==> config.mk <==
export PLATFORM = sky130hd
export DESIGN_NAME = csr_rmw_unit_flat
export DESIGN_NICKNAME = d
export VERILOG_FILES = /design/src/rtl/csr_unit_pkg.sv /design/src/rtl/csr_rmw_unit_if.sv /design/src/rtl/csr_rmw_alu.sv /design/src/rtl/csr_rmw_unit.sv /design/src/flat_wrapper.sv
export SDC_FILE = /design/constraint.sdc
export NUM_CORES = 1
export LEC_CHECK = 0
export ABC_AREA = 1
export BUFFER_PORTS_ARGS = -buffer_cell sky130_fd_sc_hd__buf_2
export CORE_ASPECT_RATIO = 0.8
export CORE_MARGIN = 5
export CORE_UTILIZATION = 27
export CTS_BUF_LIST = sky130_fd_sc_hd__clkbuf_16
export DETAILED_ROUTE_END_ITERATION = 16
export SLEW_MARGIN = 20
export SYNTH_ARGS = -nofsm -noshare
export SYNTH_HDL_FRONTEND = slang
export SYNTH_SLANG_ARGS = --single-unit
==> constraint.sdc <==
create_clock -name clk -period 2.5 [get_ports clk]
set_input_delay 0.25 -clock clk [delete_from_list [all_inputs] [get_ports clk]]
set_output_delay 0.25 -clock clk [all_outputs]
set_load 0.05 [all_outputs]
==> src/rtl/csr_unit_pkg.sv <==
// Shared types for the Zicsr read-modify-write unit: FSM states, funct3
// encodings, CSR op kinds, the read-only address prefix and the decoder.
package csr_unit_pkg;

  typedef enum logic [1:0] {
    S_IDLE  = 2'd0,
    S_READ  = 2'd1,
    S_WRITE = 2'd2,
    S_RESP  = 2'd3
  } csr_state_t;

  localparam logic [2:0] F3_CSRRW  = 3'b001;
  localparam logic [2:0] F3_CSRRS  = 3'b010;
  localparam logic [2:0] F3_CSRRC  = 3'b011;
  localparam logic [2:0] F3_CSRRWI = 3'b101;
  localparam logic [2:0] F3_CSRRSI = 3'b110;
  localparam logic [2:0] F3_CSRRCI = 3'b111;

  // Write / set / clear; the reg-vs-imm flavour travels separately as use_imm.
  typedef enum logic [1:0] {
    OP_W = 2'b01,
    OP_S = 2'b10,
    OP_C = 2'b11
  } csr_op_t;

  // csr_addr[11:10] == 2'b11 marks the read-only CSR space.
  localparam logic [1:0] CSR_RO_PREFIX = 2'b11;

  typedef struct packed {
    csr_op_t op;
    logic    use_imm;
    logic    re;
    logic    we;
    logic    illegal;
  } csr_dec_t;

  // Decide which bus phases an instruction needs; funct3 000/100 are illegal.
  function automatic csr_dec_t csr_decode(input logic [2:0] f3,
                                          input logic [4:0] rs1_uimm,
                                          input logic [4:0] rd);
    csr_dec_t d;
    d.op      = OP_W;
    d.use_imm = f3[2];
    d.re      = 1'b0;
    d.we      = 1'b0;
    d.illegal = 1'b0;
    case (f3)
      F3_CSRRW, F3_CSRRWI: begin
        d.op = OP_W;
        d.we = 1'b1;
        d.re = (rd != 5'd0);
      end
      F3_CSRRS, F3_CSRRSI: begin
        d.op = OP_S;
        d.re = 1'b1;
        d.we = (rs1_uimm != 5'd0);
      end
      F3_CSRRC, F3_CSRRCI: begin
        d.op = OP_C;
        d.re = 1'b1;
        d.we = (rs1_uimm != 5'd0);
      end
      default: d.illegal = 1'b1;
    endcase
    return d;
  endfunction

endpackage

==> src/rtl/csr_rmw_unit_if.sv <==
// Bundle of the request handshake, CSR bus and response handshake.
// slave = the CSR unit itself, master = core/CSR-file environment around it.
interface csr_rmw_unit_if #(parameter int XLEN = 32);
  logic            req_valid;
  logic            req_ready;
  logic [2:0]      funct3;
  logic [4:0]      rs1_uimm;
  logic [4:0]      rd;
  logic [11:0]     csr_addr;
  logic [XLEN-1:0] rs1_data;
  logic [1:0]      priv;
  logic [11:0]     csr_addr_o;
  logic            csr_rd_req;
  logic            csr_rd_ack;
  logic [XLEN-1:0] csr_rd_data;
  logic            csr_wr_req;
  logic [XLEN-1:0] csr_wr_data;
  logic            csr_wr_ack;
  logic            rsp_valid;
  logic            rsp_ready;
  logic [XLEN-1:0] rsp_rd_data;
  logic            rsp_rd_we;
  logic            rsp_illegal;

  modport slave (
    input  req_valid, funct3, rs1_uimm, rd, csr_addr, rs1_data, priv,
    output req_ready,
    output csr_addr_o, csr_rd_req, csr_wr_req, csr_wr_data,
    input  csr_rd_ack, csr_rd_data, csr_wr_ack,
    output rsp_valid, rsp_rd_data, rsp_rd_we, rsp_illegal,
    input  rsp_ready
  );

  modport master (
    output req_valid, funct3, rs1_uimm, rd, csr_addr, rs1_data, priv,
    input  req_ready,
    input  csr_addr_o, csr_rd_req, csr_wr_req, csr_wr_data,
    output csr_rd_ack, csr_rd_data, csr_wr_ack,
    input  rsp_valid, rsp_rd_data, rsp_rd_we, rsp_illegal,
    output rsp_ready
  );
endinterface

==> src/rtl/csr_rmw_alu.sv <==
// Combinational new-value computation for CSRRW/S/C at XLEN bits.
module csr_rmw_alu
  import csr_unit_pkg::*;
#(
  parameter int XLEN = 32
) (
  input  csr_op_t         op,
  input  logic [XLEN-1:0] operand,
  input  logic [XLEN-1:0] old_val,
  output logic [XLEN-1:0] new_val
);

  // Write replaces, set ORs in, clear masks out.
  always_comb begin
    new_val = operand;
    case (op)
      OP_S:    new_val = old_val | operand;
      OP_C:    new_val = old_val & ~operand;
      default: new_val = operand;
    endcase
  end

endmodule

==> src/rtl/csr_rmw_unit.sv <==
// Multi-cycle Zicsr read-modify-write unit between execute and the CSR file.
// Optional build macro CSR_ACCESS_CHECK_EN: reject writes to read-only CSR
// space and accesses above the current privilege at acceptance time.
module csr_rmw_unit
  import csr_unit_pkg::*;
#(
  parameter int XLEN           = 32,
  parameter int TIMEOUT_CYCLES = 16
) (
  input logic           clk,
  input logic           resetn,
  csr_rmw_unit_if.slave bus
);

  localparam int CW = (TIMEOUT_CYCLES > 1) ? $clog2(TIMEOUT_CYCLES) : 1;
  localparam logic [CW-1:0] CNT_LAST = CW'((TIMEOUT_CYCLES > 0) ? TIMEOUT_CYCLES - 1 : 0);

  csr_state_t      state_q, state_d;
  logic [CW-1:0]   cnt_q, cnt_d;
  csr_op_t         op_q, op_d;
  logic [XLEN-1:0] operand_q, operand_d;
  logic [XLEN-1:0] old_q, old_d;
  logic            re_q, re_d, we_q, we_d, rd_nz_q, rd_nz_d;
  logic [11:0]     csr_addr_o_q, csr_addr_o_d;
  logic            csr_rd_req_q, csr_rd_req_d, csr_wr_req_q, csr_wr_req_d;
  logic [XLEN-1:0] csr_wr_data_q, csr_wr_data_d;
  logic            rsp_valid_q, rsp_valid_d, rsp_rd_we_q, rsp_rd_we_d;
  logic            rsp_illegal_q, rsp_illegal_d;
  logic [XLEN-1:0] rsp_rd_data_q, rsp_rd_data_d;

  csr_dec_t        dec;
  logic            accept, acc_illegal, timeout_hit, abort;
  logic [XLEN-1:0] dec_operand, alu_operand, alu_new;
  csr_op_t         alu_op;

  assign dec         = csr_decode(bus.funct3, bus.rs1_uimm, bus.rd);
  assign accept      = bus.req_valid && (state_q == S_IDLE);
  assign dec_operand = dec.use_imm ? {{(XLEN-5){1'b0}}, bus.rs1_uimm} : bus.rs1_data;
  assign timeout_hit = (TIMEOUT_CYCLES > 0) && (cnt_q == CNT_LAST);

`ifdef CSR_ACCESS_CHECK_EN
  assign acc_illegal = (dec.we && (bus.csr_addr[11:10] == CSR_RO_PREFIX)) ||
                       (bus.priv < bus.csr_addr[9:8]);
`else
  logic [1:0] unused_priv;
  assign unused_priv = bus.priv;
  assign acc_illegal = 1'b0;
`endif

  // The ALU sees live decode while idle (write-only path) and latched fields
  // once a read is in flight; old value always comes straight off the bus.
  assign alu_op      = (state_q == S_IDLE) ? dec.op : op_q;
  assign alu_operand = (state_q == S_IDLE) ? dec_operand : operand_q;

  csr_rmw_alu #(.XLEN(XLEN)) u_alu (
    .op      (alu_op),
    .operand (alu_operand),
    .old_val (bus.csr_rd_data),
    .new_val (alu_new)
  );

  // State and datapath registers with synchronous active-low reset.
  always_ff @(posedge clk) begin
    if (!resetn) begin
      state_q       <= S_IDLE;
      cnt_q         <= '0;
      op_q          <= OP_W;
      operand_q     <= '0;
      old_q         <= '0;
      re_q          <= 1'b0;
      we_q          <= 1'b0;
      rd_nz_q       <= 1'b0;
      csr_addr_o_q  <= '0;
      csr_rd_req_q  <= 1'b0;
      csr_wr_req_q  <= 1'b0;
      csr_wr_data_q <= '0;
      rsp_valid_q   <= 1'b0;
      rsp_rd_data_q <= '0;
      rsp_rd_we_q   <= 1'b0;
      rsp_illegal_q <= 1'b0;
    end else begin
      state_q       <= state_d;
      cnt_q         <= cnt_d;
      op_q          <= op_d;
      operand_q     <= operand_d;
      old_q         <= old_d;
      re_q          <= re_d;
      we_q          <= we_d;
      rd_nz_q       <= rd_nz_d;
      csr_addr_o_q  <= csr_addr_o_d;
      csr_rd_req_q  <= csr_rd_req_d;
      csr_wr_req_q  <= csr_wr_req_d;
      csr_wr_data_q <= csr_wr_data_d;
      rsp_valid_q   <= rsp_valid_d;
      rsp_rd_data_q <= rsp_rd_data_d;
      rsp_rd_we_q   <= rsp_rd_we_d;
      rsp_illegal_q <= rsp_illegal_d;
    end
  end

  // Next state and bus-wait counter; an ack in the expiry cycle beats timeout.
  always_comb begin
    state_d = state_q;
    cnt_d   = cnt_q;
    abort   = 1'b0;
    case (state_q)
      S_IDLE: if (accept) begin
        cnt_d = '0;
        if (dec.illegal || acc_illegal) state_d = S_RESP;
        else if (dec.re)                state_d = S_READ;
        else                            state_d = S_WRITE;
      end
      S_READ: begin
        if (bus.csr_rd_ack) begin
          cnt_d   = '0;
          state_d = we_q ? S_WRITE : S_RESP;
        end else if (timeout_hit) begin
          state_d = S_RESP;
          abort   = 1'b1;
        end else cnt_d = cnt_q + CW'(1);
      end
      S_WRITE: begin
        if (bus.csr_wr_ack) state_d = S_RESP;
        else if (timeout_hit) begin
          state_d = S_RESP;
          abort   = 1'b1;
        end else cnt_d = cnt_q + CW'(1);
      end
      default: if (bus.rsp_ready) state_d = S_IDLE;
    endcase
  end

  // Registered outputs and captured operands, loaded on each transition.
  always_comb begin
    op_d          = op_q;
    operand_d     = operand_q;
    old_d         = old_q;
    re_d          = re_q;
    we_d          = we_q;
    rd_nz_d       = rd_nz_q;
    csr_addr_o_d  = csr_addr_o_q;
    csr_wr_data_d = csr_wr_data_q;
    rsp_rd_data_d = rsp_rd_data_q;
    rsp_rd_we_d   = rsp_rd_we_q;
    rsp_illegal_d = rsp_illegal_q;
    csr_rd_req_d  = (state_d == S_READ);
    csr_wr_req_d  = (state_d == S_WRITE);
    rsp_valid_d   = (state_d == S_RESP);
    if (abort) begin
      rsp_rd_data_d = '0;
      rsp_rd_we_d   = 1'b0;
      rsp_illegal_d = 1'b1;
    end else begin
      case (state_q)
        S_IDLE: if (accept) begin
          op_d          = dec.op;
          operand_d     = dec_operand;
          re_d          = dec.re;
          we_d          = dec.we;
          rd_nz_d       = (bus.rd != 5'd0);
          csr_addr_o_d  = bus.csr_addr;
          old_d         = '0;
          rsp_rd_data_d = '0;
          rsp_rd_we_d   = 1'b0;
          rsp_illegal_d = (state_d == S_RESP);
          if (state_d == S_WRITE) csr_wr_data_d = alu_new;
        end
        S_READ: if (bus.csr_rd_ack) begin
          old_d = bus.csr_rd_data;
          if (we_q) csr_wr_data_d = alu_new;
          else begin
            rsp_rd_data_d = bus.csr_rd_data;
            rsp_rd_we_d   = rd_nz_q;
            rsp_illegal_d = 1'b0;
          end
        end
        S_WRITE: if (bus.csr_wr_ack) begin
          rsp_rd_data_d = re_q ? old_q : '0;
          rsp_rd_we_d   = re_q && rd_nz_q;
          rsp_illegal_d = 1'b0;
        end
        default: ;
      endcase
    end
  end

  assign bus.req_ready   = (state_q == S_IDLE);
  assign bus.csr_addr_o  = csr_addr_o_q;
  assign bus.csr_rd_req  = csr_rd_req_q;
  assign bus.csr_wr_req  = csr_wr_req_q;
  assign bus.csr_wr_data = csr_wr_data_q;
  assign bus.rsp_valid   = rsp_valid_q;
  assign bus.rsp_rd_data = rsp_rd_data_q;
  assign bus.rsp_rd_we   = rsp_rd_we_q;
  assign bus.rsp_illegal = rsp_illegal_q;

endmodule
==> src/flat_wrapper.sv <==
// flat-port wrapper written by rule: the top's interface ports become plain ports
module csr_rmw_unit_flat import csr_unit_pkg::*;
#(
  parameter int XLEN           = 32,
  parameter int TIMEOUT_CYCLES = 16
)
  (clk, resetn, bus_req_valid, bus_funct3, bus_rs1_uimm, bus_rd, bus_csr_addr, bus_rs1_data, bus_priv, bus_req_ready, bus_csr_addr_o, bus_csr_rd_req, bus_csr_wr_req, bus_csr_wr_data, bus_csr_rd_ack, bus_csr_rd_data, bus_csr_wr_ack, bus_rsp_valid, bus_rsp_rd_data, bus_rsp_rd_we, bus_rsp_illegal, bus_rsp_ready);
  csr_rmw_unit_if #(.XLEN(XLEN)) bus_i ();
  input logic clk;
  input logic resetn;
  input wire logic [$bits(bus_i.req_valid)-1:0] bus_req_valid;
  input wire logic [$bits(bus_i.funct3)-1:0] bus_funct3;
  input wire logic [$bits(bus_i.rs1_uimm)-1:0] bus_rs1_uimm;
  input wire logic [$bits(bus_i.rd)-1:0] bus_rd;
  input wire logic [$bits(bus_i.csr_addr)-1:0] bus_csr_addr;
  input wire logic [$bits(bus_i.rs1_data)-1:0] bus_rs1_data;
  input wire logic [$bits(bus_i.priv)-1:0] bus_priv;
  output wire logic [$bits(bus_i.req_ready)-1:0] bus_req_ready;
  output wire logic [$bits(bus_i.csr_addr_o)-1:0] bus_csr_addr_o;
  output wire logic [$bits(bus_i.csr_rd_req)-1:0] bus_csr_rd_req;
  output wire logic [$bits(bus_i.csr_wr_req)-1:0] bus_csr_wr_req;
  output wire logic [$bits(bus_i.csr_wr_data)-1:0] bus_csr_wr_data;
  input wire logic [$bits(bus_i.csr_rd_ack)-1:0] bus_csr_rd_ack;
  input wire logic [$bits(bus_i.csr_rd_data)-1:0] bus_csr_rd_data;
  input wire logic [$bits(bus_i.csr_wr_ack)-1:0] bus_csr_wr_ack;
  output wire logic [$bits(bus_i.rsp_valid)-1:0] bus_rsp_valid;
  output wire logic [$bits(bus_i.rsp_rd_data)-1:0] bus_rsp_rd_data;
  output wire logic [$bits(bus_i.rsp_rd_we)-1:0] bus_rsp_rd_we;
  output wire logic [$bits(bus_i.rsp_illegal)-1:0] bus_rsp_illegal;
  input wire logic [$bits(bus_i.rsp_ready)-1:0] bus_rsp_ready;
  assign bus_i.req_valid = bus_req_valid;
  assign bus_i.funct3 = bus_funct3;
  assign bus_i.rs1_uimm = bus_rs1_uimm;
  assign bus_i.rd = bus_rd;
  assign bus_i.csr_addr = bus_csr_addr;
  assign bus_i.rs1_data = bus_rs1_data;
  assign bus_i.priv = bus_priv;
  assign bus_req_ready = bus_i.req_ready;
  assign bus_csr_addr_o = bus_i.csr_addr_o;
  assign bus_csr_rd_req = bus_i.csr_rd_req;
  assign bus_csr_wr_req = bus_i.csr_wr_req;
  assign bus_csr_wr_data = bus_i.csr_wr_data;
  assign bus_i.csr_rd_ack = bus_csr_rd_ack;
  assign bus_i.csr_rd_data = bus_csr_rd_data;
  assign bus_i.csr_wr_ack = bus_csr_wr_ack;
  assign bus_rsp_valid = bus_i.rsp_valid;
  assign bus_rsp_rd_data = bus_i.rsp_rd_data;
  assign bus_rsp_rd_we = bus_i.rsp_rd_we;
  assign bus_rsp_illegal = bus_i.rsp_illegal;
  assign bus_i.rsp_ready = bus_rsp_ready;
  csr_rmw_unit #(.XLEN(XLEN), .TIMEOUT_CYCLES(TIMEOUT_CYCLES)) u_core (.clk(clk), .resetn(resetn), .bus(bus_i));
endmodule
==> results of run 1 <==
## state kept, by name, indices dropped and copies added (netlist names)
signal / cells
u_core.bus.csr_wr_data: 32
u_core.bus.rsp_rd_data: 32
u_core.old_q: 32
u_core.operand_q: 32
u_core.bus.csr_addr_o: 12
u_core.cnt_q: 4
u_core.op_q: 2
u_core.state_q: 2
u_core.bus.csr_rd_req: 1
u_core.bus.csr_wr_req: 1
u_core.bus.rsp_illegal: 1
u_core.bus.rsp_rd_we: 1
u_core.bus.rsp_valid: 1
u_core.rd_nz_q: 1
u_core.re_q: 1
u_core.we_q: 1
## worst reg2reg max path, delay by kind of cell, from the launching register on
| family | cells | cell delay (ns) |
|---|---|---|
| flip-flops | 1 | 0.42 |
| adder cells (fa/ha/maj) | 1 | 0.21 |
| AND/OR/NAND/NOR | 3 | 0.22 |
| buffers and inverters | 4 | 0.58 |
| AO/OA/AOI/OAI | 4 | 0.71 |
## timing repair
action	CTS	global route
setup buffers	0	1
setup endpoints to repair	0	28
resized for setup	0	4
## synthesized netlist by cell type (3+ instances only)
master    count  area (um2)
inv_2         4        15.0
nand3_1     133         666
dfxtp_1     156        3120
a211oi_1      5        37.5
o21ai_0     171         856
ha_1          6        75.1
nand2_1     195         732
nor2_1       81         304
o21ai_1       6        30.0
nor3_1        3        15.0
buf_1         9        33.8
a21oi_1     132         661
buf_6         5        56.3
inv_1        57         214
buf_4         3        22.5
clkbuf_1     48         180
o211ai_1      3        22.5
buf_2        20         100
## worst paths after layout
| check | cells past startpoint | endpoint | startpoint |
|---|---|---|---|
| max | 12 | u_core.bus.csr_wr_data[0] | u_core.state_q[1] |
| min | 3 | u_core.bus.csr_addr_o[10] | bus_csr_addr[10] |
| max reg2reg | 12 | u_core.bus.csr_wr_data[0] | u_core.state_q[1] |
| min reg2reg | 2 | u_core.bus.rsp_rd_data[26] | u_core.bus.rsp_rd_data[26] |
## placed cells by master (no fill, tap or decap), drive strengths merged, types with 3 or more instances in the layout
cell / netlist / final
ha: 6 / 6
inv: 62 / 66
buf: 37 / 202
o211ai: 4 / 4
nand3: 133 / 133
o21ai: 178 / 178
clkbuf: 48 / 17
dfxtp: 156 / 156
a211oi: 5 / 5
a21oi: 134 / 134
clkinv: 2 / 9
nor2: 83 / 83
nand2: 199 / 199
nor3: 3 / 3
## layer usage
layer	vias to the layer above	global-route usage
met5	-	0
met4	10	0.0378
li1	3829	-
met3	26	0.0490
met1	3500	0.235
met2	264	0.250
## cell type report
cell class | count | area, um2 | area share
timing repair buffer | 202 | 1150 | 0.126
clock buffer | 17 | 425 | 0.0466
sequential | 156 | 3120 | 0.342
clock inverter | 15 | 146 | 0.0160
multi-input combinational | 753 | 3590 | 0.393
antenna | 2 | 5.00 | 0.000548
tap | 357 | 447 | 0.0489
inverter | 64 | 243 | 0.0266
## stage by stage
stage	hold slack (ns)	cell area [um2]	util
global route	0.0643	9130	0.345
global placement	0.448	8540	0.323
CTS	0.0485	9110	0.344
floorplan	0.387	7320	-
detailed placement	0.454	8540	0.323
finish	0.0598	9130	0.345
## power by group through the flow
stage | Sequential, mW | Combinational, mW | Clock, mW
after floorplan | 4.91 | 4.53 | 0
after global routing | 3.64 | 8.95 | 2.74
after global placement | 3.58 | 8.06 | 0
final | 3.55 | 8.15 | 2.57
after detailed placement | 3.59 | 8.10 | 0
after CTS | 3.54 | 8.12 | 2.63
## cells by family after synthesis
| group | Yosys count | share of synthesized area |
|---|---|---|
| compound gates | 325 | 0.231 |
| mux | 1 | 0.00137 |
| simple gates | 421 | 0.244 |
| fa+ha+maj | 6 | 0.0103 |
| flops | 156 | 0.427 |
| buf+inv | 149 | 0.0869 |
==> out/qor_table.md, run 1 <==
| Group | Quantity | Reported |
|---|---|---|
| timing | Final setup fails | 0 |
| power and ir drop | Portion of total power attributed to the clock network | 0.180 |
| logic synthesis | Synthesized netlist net count | 1161 |
| power and ir drop | Power per cell area | 1560 nW/um2 |
| global routing | Combined global-route utilization of all metal layers | 0.166 |
| worst setup path | Max stage delay on crit path | 0.42 ns |
| route | Length of the first detailed-routing pass in iterations | 6 |
| worst setup path | Critical path endpoint category | flop |
| route | Final ANT Viol Nets | 0 |
| floorplan | Boundary pin count | 179 |
| route | Met1 wire length | 12.3 mm |
| worst setup path | Slowest-stage cell, CP | dfxtp_1 |
| clock network | CTS H-Tree Depth | 4 |
| power and ir drop | Psw | 7.38 mW |
| worst setup path | Number of buffer and inverter stages on the critical path | 4 |
| worst setup path | Largest fanout on the critical path | 32 |
| clock network | TritonCTS Sinks | 156 |
| route | DRC viols | 0 |
| power and ir drop | Pint | 6.89 mW |
| global routing | Via count of the first global-routing pass | 7091 |
| floorplan | Die extent in x | 194 um |
| global routing | Number of antenna violations at the first check in global routing | 6 |
| logic synthesis | Post-synth ARST share | 0 |
| logic synthesis | Post-Synthesis Mean Instance Area | 6.92 um2 |
| clock network | Maximum clock insertion buffer count | 2 |
| timing | Setup TNS Final | 0 ns |
| floorplan | Initial standard-cell utilization of the core | 0.277 |
| logic synthesis | Sequential share of the synthesized area | 0.427 |
| clock network | Clock Tree Root | clkbuf_16 |
| route | Vias after detailed routing | 7629 |
| run status | Outcome | finished, final reports clean |
| route | Count of routing violations after the opening detailed-route iteration | 659 |
| logic synthesis | Library cells used by synthesis | 33 |
| power and ir drop | Share of total power in sequential cells | 0.249 |
| worst setup path | Worst Setup Path Type | flop to flop |
| worst setup path | Register-to-register setup slack | 0.25 ns |
| global routing | GRT overflow | 0 |
| route | Total wirelength of the detailed-routed design | 25.7 mm |
| power and ir drop | Total power of the final layout | 14.3 mW |
| floorplan | Placement row count | 53 |
| global routing | Wire length of the first global-routing pass | 40.4 mm |
| clock network | Total of hold buffers inserted after clock tree synthesis | 0 |
| clock network | Later-pin clock latency in the skew report | 0.43 ns |
| worst setup path | Required time of the critical path | 2.82 ns |
| placed design | Placed Cells | 1531 |
| placed design | Total half-perimeter wirelength after legalization and detailed placement | 17.7 mm |
| logic synthesis | Main flop type after synthesis | dfxtp_1 |
| floorplan | Vertical die dimension | 157 um |
| logic synthesis | Warnings from Yosys | 0 |
| logic synthesis | Count of flip-flops with a built-in enable after synthesis | 0 |
| layout | Proportion of layout cells with a drive suffix above 1 | 0.206 |
| timing | Post-route minimum period | 2.25 ns |
| logic synthesis | Post-synthesis instance area | 7320 um2 |
| logic synthesis | FF+latch count, synth | 156 |
| logic synthesis | Syn Inst Count | 1058 |
| route | Avg Vias per Cell | 4.87 |
| power and ir drop | Largest vdd supply drop | 840 uV |
| power and ir drop | Combinational cell fraction of total power | 0.571 |
| run | Total of max-cap violations | 0 |
| timing | Post-Route Skew | 0.00971 ns |
| timing | Highest achievable clock rate | 0.444 GHz |
| timing | Fin worst setup slack | 0.250 ns |
| clock network | Clock edge transition at the registers on the reported setup and hold paths | 0.07 ns |
| worst setup path | Kind of start point of the critical path | flop |
| worst setup path | Crit path cell chain | inv_1 -> ha_4 -> buf_4 -> o21ai_2 -> inv_2 -> a31oi_1 -> o21ai_2 -> buf_12 -> o21ai_0 -> nand3_1 -> nand2_1 -> nor2_1 |
| placed design | Placer Congestion | 0.783 |
| layout | Area added between synthesis and finish | 24.8% |
| layout | Filler-free cell count of the finished design | 1566 |
| timing | Worst slew margin relative to its limit | 0.468 |
| global routing | Maximum number of pins on one net before global-route repair | 79 |
| clock network | CTS tree | yes |
| layout | Filler cells | 2866 |
| timing | Pin slew with the least headroom to its limit | 0.798 ns |
| floorplan | Total Die Area | 30500 um2 |
| route | Met3 WL post-DR | 1.92 mm |
| timing | Hold Fails Final Rpt | 0 |
| power and ir drop | Leakage dissipation | 3.96 nW |
| route | WL per Instance | 16.4 um |
| min path | Class of the most critical hold timing path | input port to flop |
| floorplan | Core area | 26500 um2 |
| timing | Slew Viols, Final | 0 |
| route | Top Layer Used | met5 |
| clock network | Number of clock buffers inserted by TritonCTS | 17 |
| placed design | Number of buffer cells added on primary ports | 176 |
| layout | Number of nets at the end of the flow | 1297 |
| worst setup path | CP arrival | 2.57 ns |
| power and ir drop | Switching power as a share of total power | 0.517 |
| worst setup path | Cell family contributing the most delay on the critical path | compound AO/OA/AOI/OAI gates |
| timing | Period utilization | 0.900 |
| worst setup path | Cell repeated most along the worst path | o21ai_2 |
| placed design | Worst setup timing slack at the placement stage | 0.199 ns |
| route | Detailed-routed wire length on met2 | 11.2 mm |
No activity file was read; power rests on OpenSTA's default activity.
==> run 2: changes to the inputs <==
- ABC_AREA: 1 -> 0
- PLACE_DENSITY_LB_ADDON: not set -> 0.15
- REMOVE_ABC_BUFFERS: not set -> 1
==> run 2 against run 1 <==
Net effect:
- sequential share of layout area decreased by 2.0 points
- design area increased by 6.2%
- wire length increased by 3.2%
- cell count decreased by 9.0%
- sequential power decreased by 6.5%
- fmax decreased by 6.2%
- clock skew increased by 0.0024 ns
- combinational power decreased by 14%
- worst hold slack improved by 0.014 ns
- via count decreased by 8.9%
- synthesized cell count decreased by 17%
- synthesized area increased by 2.0%
- critical path type unchanged
- largest cell class unchanged
- highest routed layer is now met4
==> out/qor_table.md, run 2 <==
| Group | Quantity | Reported |
|---|---|---|
| logic synthesis | FF+latch count, synth | 156 |
| route | WL per Instance | 18.7 um |
| logic synthesis | Yosys top cell area share | 0.418 |
| timing | Period utilization | 0.960 |
| clock network | Number of clock buffers inserted by TritonCTS | 17 |
| placed design | Placed cell area | 8960 um2 |
| placed design | Worst setup timing slack at the placement stage | -0.360 ns |
| clock network | Maximum clock insertion buffer count | 2 |
| route | DRC viols | 0 |
| min path | Worst hold path depth | 3 |
| worst setup path | Crit path launch | u_core.state_q[0] |
| min path | Min-Delay Startpoint | bus_csr_addr[9] |
| timing | Highest achievable clock rate | 0.417 GHz |
| placed design | Number of buffer cells added on primary ports | 176 |
| worst setup path | Largest fanout on the critical path | 20 |
| floorplan | Total Die Area | 31100 um2 |
| timing | Setup repair after global routing missed its margin | no |
| floorplan | Placement row count | 54 |
| placed design | Placer Congestion | 0.768 |
| timing | Pin slew with the least headroom to its limit | 0.597 ns |
| placed design | Total half-perimeter wirelength after legalization and detailed placement | 17.7 mm |
| logic synthesis | Top post-synthesis cells by count | nand2_1, dfxtp_1, nand3_1 |
| route | Top Layer Used | met4 |
| floorplan | Vertical die dimension | 159 um |
| worst setup path | Kind of start point of the critical path | flop |
| route | Total wirelength of the detailed-routed design | 26.6 mm |
| floorplan | Initial standard-cell utilization of the core | 0.274 |
| timing | Final setup fails | 0 |
| worst setup path | CP arrival | 2.76 ns |
| worst setup path | Critical R2R Launch | u_core.state_q[0] |
| logic synthesis | Main flop type after synthesis | dfxtp_1 |
| timing | Hold Fails Final Rpt | 0 |
| min path | Class of the most critical hold timing path | input port to flop |
| layout | Most common cell after layout, fill and taps aside | buf_2 |
| layout | Number of nets at the end of the flow | 1151 |
| floorplan | Die extent in x | 196 um |
| timing | Post-route worst hold slack | 0.0735 ns |
| logic synthesis | Post-synthesis instance area | 7460 um2 |
| layout | Proportion of layout cells with a drive suffix above 1 | 0.294 |
| timing | Fin worst setup slack | 0.101 ns |
| logic synthesis | Post-Synthesis Mean Instance Area | 8.50 um2 |
| logic synthesis | Post-synth ARST share | 0 |
| logic synthesis | Library cell with the largest summed area after synthesis | dfxtp_1 |
| layout | Area added between synthesis and finish | 29.9% |
| route | Detailed-routed wire length on met2 | 11.9 mm |
| clock network | TritonCTS Sinks | 156 |
| logic synthesis | Sequential share of the synthesized area | 0.418 |
| global routing | GRT overflow | 0 |
| global routing | Maximum number of pins on one net before global-route repair | 48 |
| global routing | Number of antenna violations at the first check in global routing | 0 |
| worst setup path | Critical path endpoint category | flop |
| logic synthesis | Syn Inst Count | 878 |
| layout | Highest-count cells in the layout ignoring fill and taps | buf_2, nand2_1, dfxtp_1 |
| global routing | Wire length of the first global-routing pass | 40.8 mm |
| logic synthesis | Top cells by area in the synthesized netlist | dfxtp_1, nand2_1, a21boi_0 |
| clock network | Later-pin clock latency in the skew report | 0.43 ns |
| logic synthesis | Library cells used by synthesis | 53 |
| global routing | Via count of the first global-routing pass | 6688 |
| run status | Outcome | finished, final reports clean |
| power and ir drop | Power per cell area | 1330 nW/um2 |
| route | Vias after detailed routing | 6949 |
| timing | Worst slew margin relative to its limit | 0.602 |
| worst setup path | Required time of the critical path | 2.86 ns |
| logic synthesis | Most common cell in the synthesized netlist | nand2_1 |
| floorplan | Core area | 27200 um2 |
| timing | Post-Route Skew | 0.0121 ns |
| floorplan | Boundary pin count | 179 |
| power and ir drop | Largest vdd supply drop | 764 uV |
| timing | Post-route minimum period | 2.40 ns |
| timing | Slew Viols, Final | 0 |
| layout | Final design instance area without fill | 9690 um2 |
| route | Met3 WL post-DR | 1.40 mm |
| run | Total of max-cap violations | 0 |
| route | Final ANT Viol Nets | 0 |
| route | Count of routing violations after the opening detailed-route iteration | 367 |
| worst setup path | Worst Setup Path Type | flop to flop |
| worst setup path | Number of cells on the worst reg-to-reg path | 10 |
| power and ir drop | Leakage dissipation | 3.97 nW |
| logic synthesis | Warnings from Yosys | 0 |
| route | Length of the first detailed-routing pass in iterations | 5 |
| logic synthesis | Count of flip-flops with a built-in enable after synthesis | 0 |
| layout | Final core utilization | 0.356 |
| clock network | CTS tree | yes |
| global routing | Combined global-route utilization of all metal layers | 0.167 |
| clock network | CTS H-Tree Depth | 4 |
| clock network | Clock Tree Root | clkbuf_16 |
| route | Met1 wire length | 13.1 mm |
| route | Avg Vias per Cell | 4.88 |
| layout | Final antenna diode count | 0 |
| clock network | Clock edge transition at the registers on the reported setup and hold paths | 0.07 ns |
## run 2: changes by cell type after synthesis, moves of 32 or more
cell / change
nand2_1: -35
nor2_1: -64
mux2i_1: +32
o21ai_0: -163
nor2b_1: +35
a22o_1: +32
inv_1: -51
a21oi_1: -85
nand3_1: -40
a21boi_0: +72
## run 2: area by class of cell
| cell class | instances | area, um2 |
|---|---|---|
| multi-input combinational | 634 | 4080 |
| sequential | 156 | 3130 |
| timing repair buffer | 233 | 1440 |
| inverter | 6 | 22.5 |
| tap | 364 | 455 |
| clock inverter | 15 | 150 |
| fill | 2868 | 17500 |
| clock buffer | 17 | 425 |
## run 2: where the power goes
part / internal (mW) / leakage [nW] / switching (mW)
clock: 1.47 / 0.276 / 1.11
combinational: 2.33 / 2.42 / 4.67
sequential: 3.02 / 1.27 / 0.293
## run 2: cells by family (layout without fill, tap and decap cells)
| group | after synthesis | in the layout | synth area share |
|---|---|---|---|
| and+or+nand+nor | 341 | 342 | 0.213 |
| AOI/OAI and AO/OA | 251 | 251 | 0.264 |
| DFF | 156 | 156 | 0.418 |
| buffers and inverters | 89 | 271 | 0.0476 |
| muxes | 35 | 35 | 0.0473 |
| adders and majority gates | 6 | 6 | 0.0101 |
## run 2: final timing paths
kind / end / slack (ns)
max: u_core.bus.rsp_rd_data[13] / 0.10
max reg2reg: u_core.bus.rsp_rd_data[13] / 0.10
min reg2reg: u_core.bus.rsp_rd_data[11] / 0.45
min: u_core.bus.csr_addr_o[9] / 0.07
## run 2: worst max-delay path: stages, from the launching register on
cell     delay [ns]
dfxtp_2        0.35
inv_1          0.07
buf_4          0.14
ha_2           0.22
nor2b_1        0.17
buf_4          0.16
nor2_1         0.32
and3_2         0.28
buf_4          0.27
nand3_1        0.17
a21oi_1        0.17
## run 2: layer usage
metal | track usage | up-vias
met2 | 0.258 | 181
met4 | 0.0308 | 0
li1 | - | 3492
met3 | 0.0390 | 11
met5 | 0 | -
met1 | 0.239 | 3265
## run 2: what timing repair did
action / CTS / global route
gates cloned: 1 / 0
gates resized for setup: 11 / 3
hold buffers: 0 / 0
buffers inserted: 6 / 0
pin swaps: 2 / 1
endpoints found under the setup margin: 48 / 30
## run 2: stage by stage
| stage | setup TNS, ns | cells | total power, mW |
|---|---|---|---|
| after floorplan | -217.60 | 795 | 7.46 |
| after global placement | -8.13 | 1386 | 9.94 |
| after detailed placement | -11.23 | 1386 | 9.97 |
| after CTS | 0 | 1425 | 13.1 |
| after global routing | 0 | 1425 | 13.7 |
| final | 0 | 1425 | 12.9 |
==> run 3: changes to the inputs <==
- HOLD_SLACK_MARGIN: not set -> 0.1
- RECOVER_POWER: not set -> 25
==> run 3 against run 2 <==
Net effect:
- largest cell class unchanged
- cell count up 0.84%
- critical endpoint unchanged
- via count is 0.13% higher
- sequential share of layout area shrank 0.16 points
- clock skew about the same
==> out/qor_table.md, run 3 (synthesized netlist as in run 2, its figures left out) <==
| Group | Quantity | Reported |
|---|---|---|
| floorplan | Die extent in x | 196 um |
| worst setup path | Required time of the critical path | 2.86 ns |
| placed design | Placer Congestion | 0.768 |
| placed design | Placed Cells | 1386 |
| worst setup path | Slowest-stage cell, CP | dfxtp_2 |
| run | Total of max-cap violations | 0 |
| layout | Final core utilization | 0.358 |
| global routing | Maximum number of pins on one net before global-route repair | 48 |
| layout | Number of nets at the end of the flow | 1163 |
| worst setup path | Cell repeated most along the worst path | buf_4 |
| timing | Highest achievable clock rate | 0.417 GHz |
| layout | Proportion of layout cells with a drive suffix above 1 | 0.237 |
| layout | Most common cell after layout, fill and taps aside | nand2_1 |
| timing | Setup repair after global routing missed its margin | no |
| global routing | Wire length of the first global-routing pass | 41.0 mm |
| timing | Hold Fails Final Rpt | 0 |
| timing | Period utilization | 0.960 |
| route | Count of routing violations after the opening detailed-route iteration | 374 |
| worst setup path | Critical path endpoint category | flop |
| floorplan | Placement row count | 54 |
| worst setup path | Max stage delay on crit path | 0.35 ns |
| route | Met1 wire length | 13.2 mm |
| timing | Slew Viols, Final | 0 |
| timing | Worst slew margin relative to its limit | 0.552 |
| worst setup path | Largest fanout on the critical path | 20 |
| clock network | Clock Tree Root | clkbuf_16 |
| route | Detailed-routed wire length on met2 | 12.0 mm |
| route | WL per Instance | 18.6 um |
| clock network | CTS tree | yes |
| layout | Filler-free cell count of the finished design | 1437 |
| clock network | Number of clock buffers inserted by TritonCTS | 17 |
| global routing | Via count of the first global-routing pass | 6708 |
| floorplan | Initial standard-cell utilization of the core | 0.274 |
| route | Avg Vias per Cell | 4.84 |
| route | Total wirelength of the detailed-routed design | 26.7 mm |
| min path | Class of the most critical hold timing path | input port to flop |
| clock network | CTS H-Tree Depth | 4 |
| timing | Final setup fails | 0 |
| layout | Area added between synthesis and finish | 30.5% |
| clock network | Clock edge transition at the registers on the reported setup and hold paths | 0.07 ns |
| power and ir drop | Leakage dissipation | 3.77 nW |
| worst setup path | Worst Setup Path Type | flop to flop |
| worst setup path | CP arrival | 2.76 ns |
| route | Vias after detailed routing | 6958 |
| route | Top Layer Used | met4 |
| route | Length of the first detailed-routing pass in iterations | 4 |
| clock network | Maximum clock insertion buffer count | 2 |
| floorplan | Core area | 27200 um2 |
| power and ir drop | Largest vdd supply drop | 760 uV |
| power and ir drop | Power per cell area | 1320 nW/um2 |
| worst setup path | Kind of start point of the critical path | flop |
| clock network | TritonCTS Sinks | 156 |
| global routing | Number of antenna violations at the first check in global routing | 0 |
| worst setup path | Crit path cell chain | inv_1 -> buf_4 -> ha_2 -> nor2b_1 -> buf_4 -> nor2_1 -> and3_2 -> buf_4 -> nand3_1 -> a21oi_1 |
| timing | Pin slew with the least headroom to its limit | 0.675 ns |
| clock network | Later-pin clock latency in the skew report | 0.43 ns |
| run status | Outcome | finished, final reports clean |
| route | DRC viols | 0 |
| global routing | Combined global-route utilization of all metal layers | 0.167 |
| floorplan | Vertical die dimension | 159 um |
| placed design | Total half-perimeter wirelength after legalization and detailed placement | 17.7 mm |
| placed design | Number of buffer cells added on primary ports | 176 |
| route | Final ANT Viol Nets | 0 |
| floorplan | Boundary pin count | 179 |
| global routing | GRT overflow | 0 |
| route | Met3 WL post-DR | 1.33 mm |
| timing | Post-Route Skew | 0.0121 ns |
| layout | Final antenna diode count | 0 |
| layout | Highest-count cells in the layout ignoring fill and taps | nand2_1, dfxtp_1, buf_2 |
| timing | Post-route minimum period | 2.40 ns |
| floorplan | Total Die Area | 31100 um2 |
run 3: through the flow:
stage	instance area [um2]	total power [mW]	setup TNS [ns]	hold slack (ns)	worst slack, ns
finish	9740	12.9	0	0.123	0.0997
floorplan	7130	7.46	-217.60	0.326	-3.57
global route	9740	13.7	0	0.108	0.00264
CTS	9800	13.1	0	0.101	0.0646
global placement	8960	9.94	-8.13	0.436	-0.262
detailed placement	8960	9.97	-11.23	0.442	-0.360
run 3: worst paths after layout:
| kind | startpoint | to | slack, ns | cells past startpoint |
|---|---|---|---|---|
| hold / removal | bus_csr_rd_data[22] | u_core.old_q[22] | 0.12 | 3 |
| setup reg to reg | u_core.state_q[0] | u_core.bus.rsp_rd_data[13] | 0.1 | 10 |
| setup / recovery | u_core.state_q[0] | u_core.bus.rsp_rd_data[13] | 0.1 | 10 |
| hold reg to reg | u_core.bus.rsp_rd_data[11] | u_core.bus.rsp_rd_data[11] | 0.45 | 2 |
run 3: area by class of cell:
class,instances,area (um2)
Timing Repair Buffer,245,1480
Sequential cell,156,3130
Multi-Input combinational cell,634,4080
Clock inverter,15,150
Inverter,6,22.5
Tap cell,364,455
Clock buffer,17,425
Fill cell,2872,17500
run 3: critical path, delay by kind of cell (launching register included):
kind | cells | cell delay [ns]
AOI/OAI and AO/OA | 1 | 0.17
and+or+nand+nor | 4 | 0.94
buffers and inverters | 4 | 0.64
adders and majority gates | 1 | 0.22
DFF | 1 | 0.35
run 3: power breakdown:
part | switching, mW | internal, mW
logic | 4.68 | 2.28
registers | 0.301 | 3.03
clock network | 1.11 | 1.47
total | 6.09 | 6.77
run 3: repair_timing:
item,4_1_cts,5_1_grt
endpoints found under the setup margin,48,30
hold endpoints to repair,12,0
gates cloned,1,0
setup buffers,6,0
hold buffers,12,0
pin swaps,2,1
resized for setup,11,3
run 3: metal layers:
metal	vias up	GRT usage
li1	3516	-
met3	11	0.0388
met2	162	0.260
met4	0	0.0308
met1	3269	0.239
met5	-	0
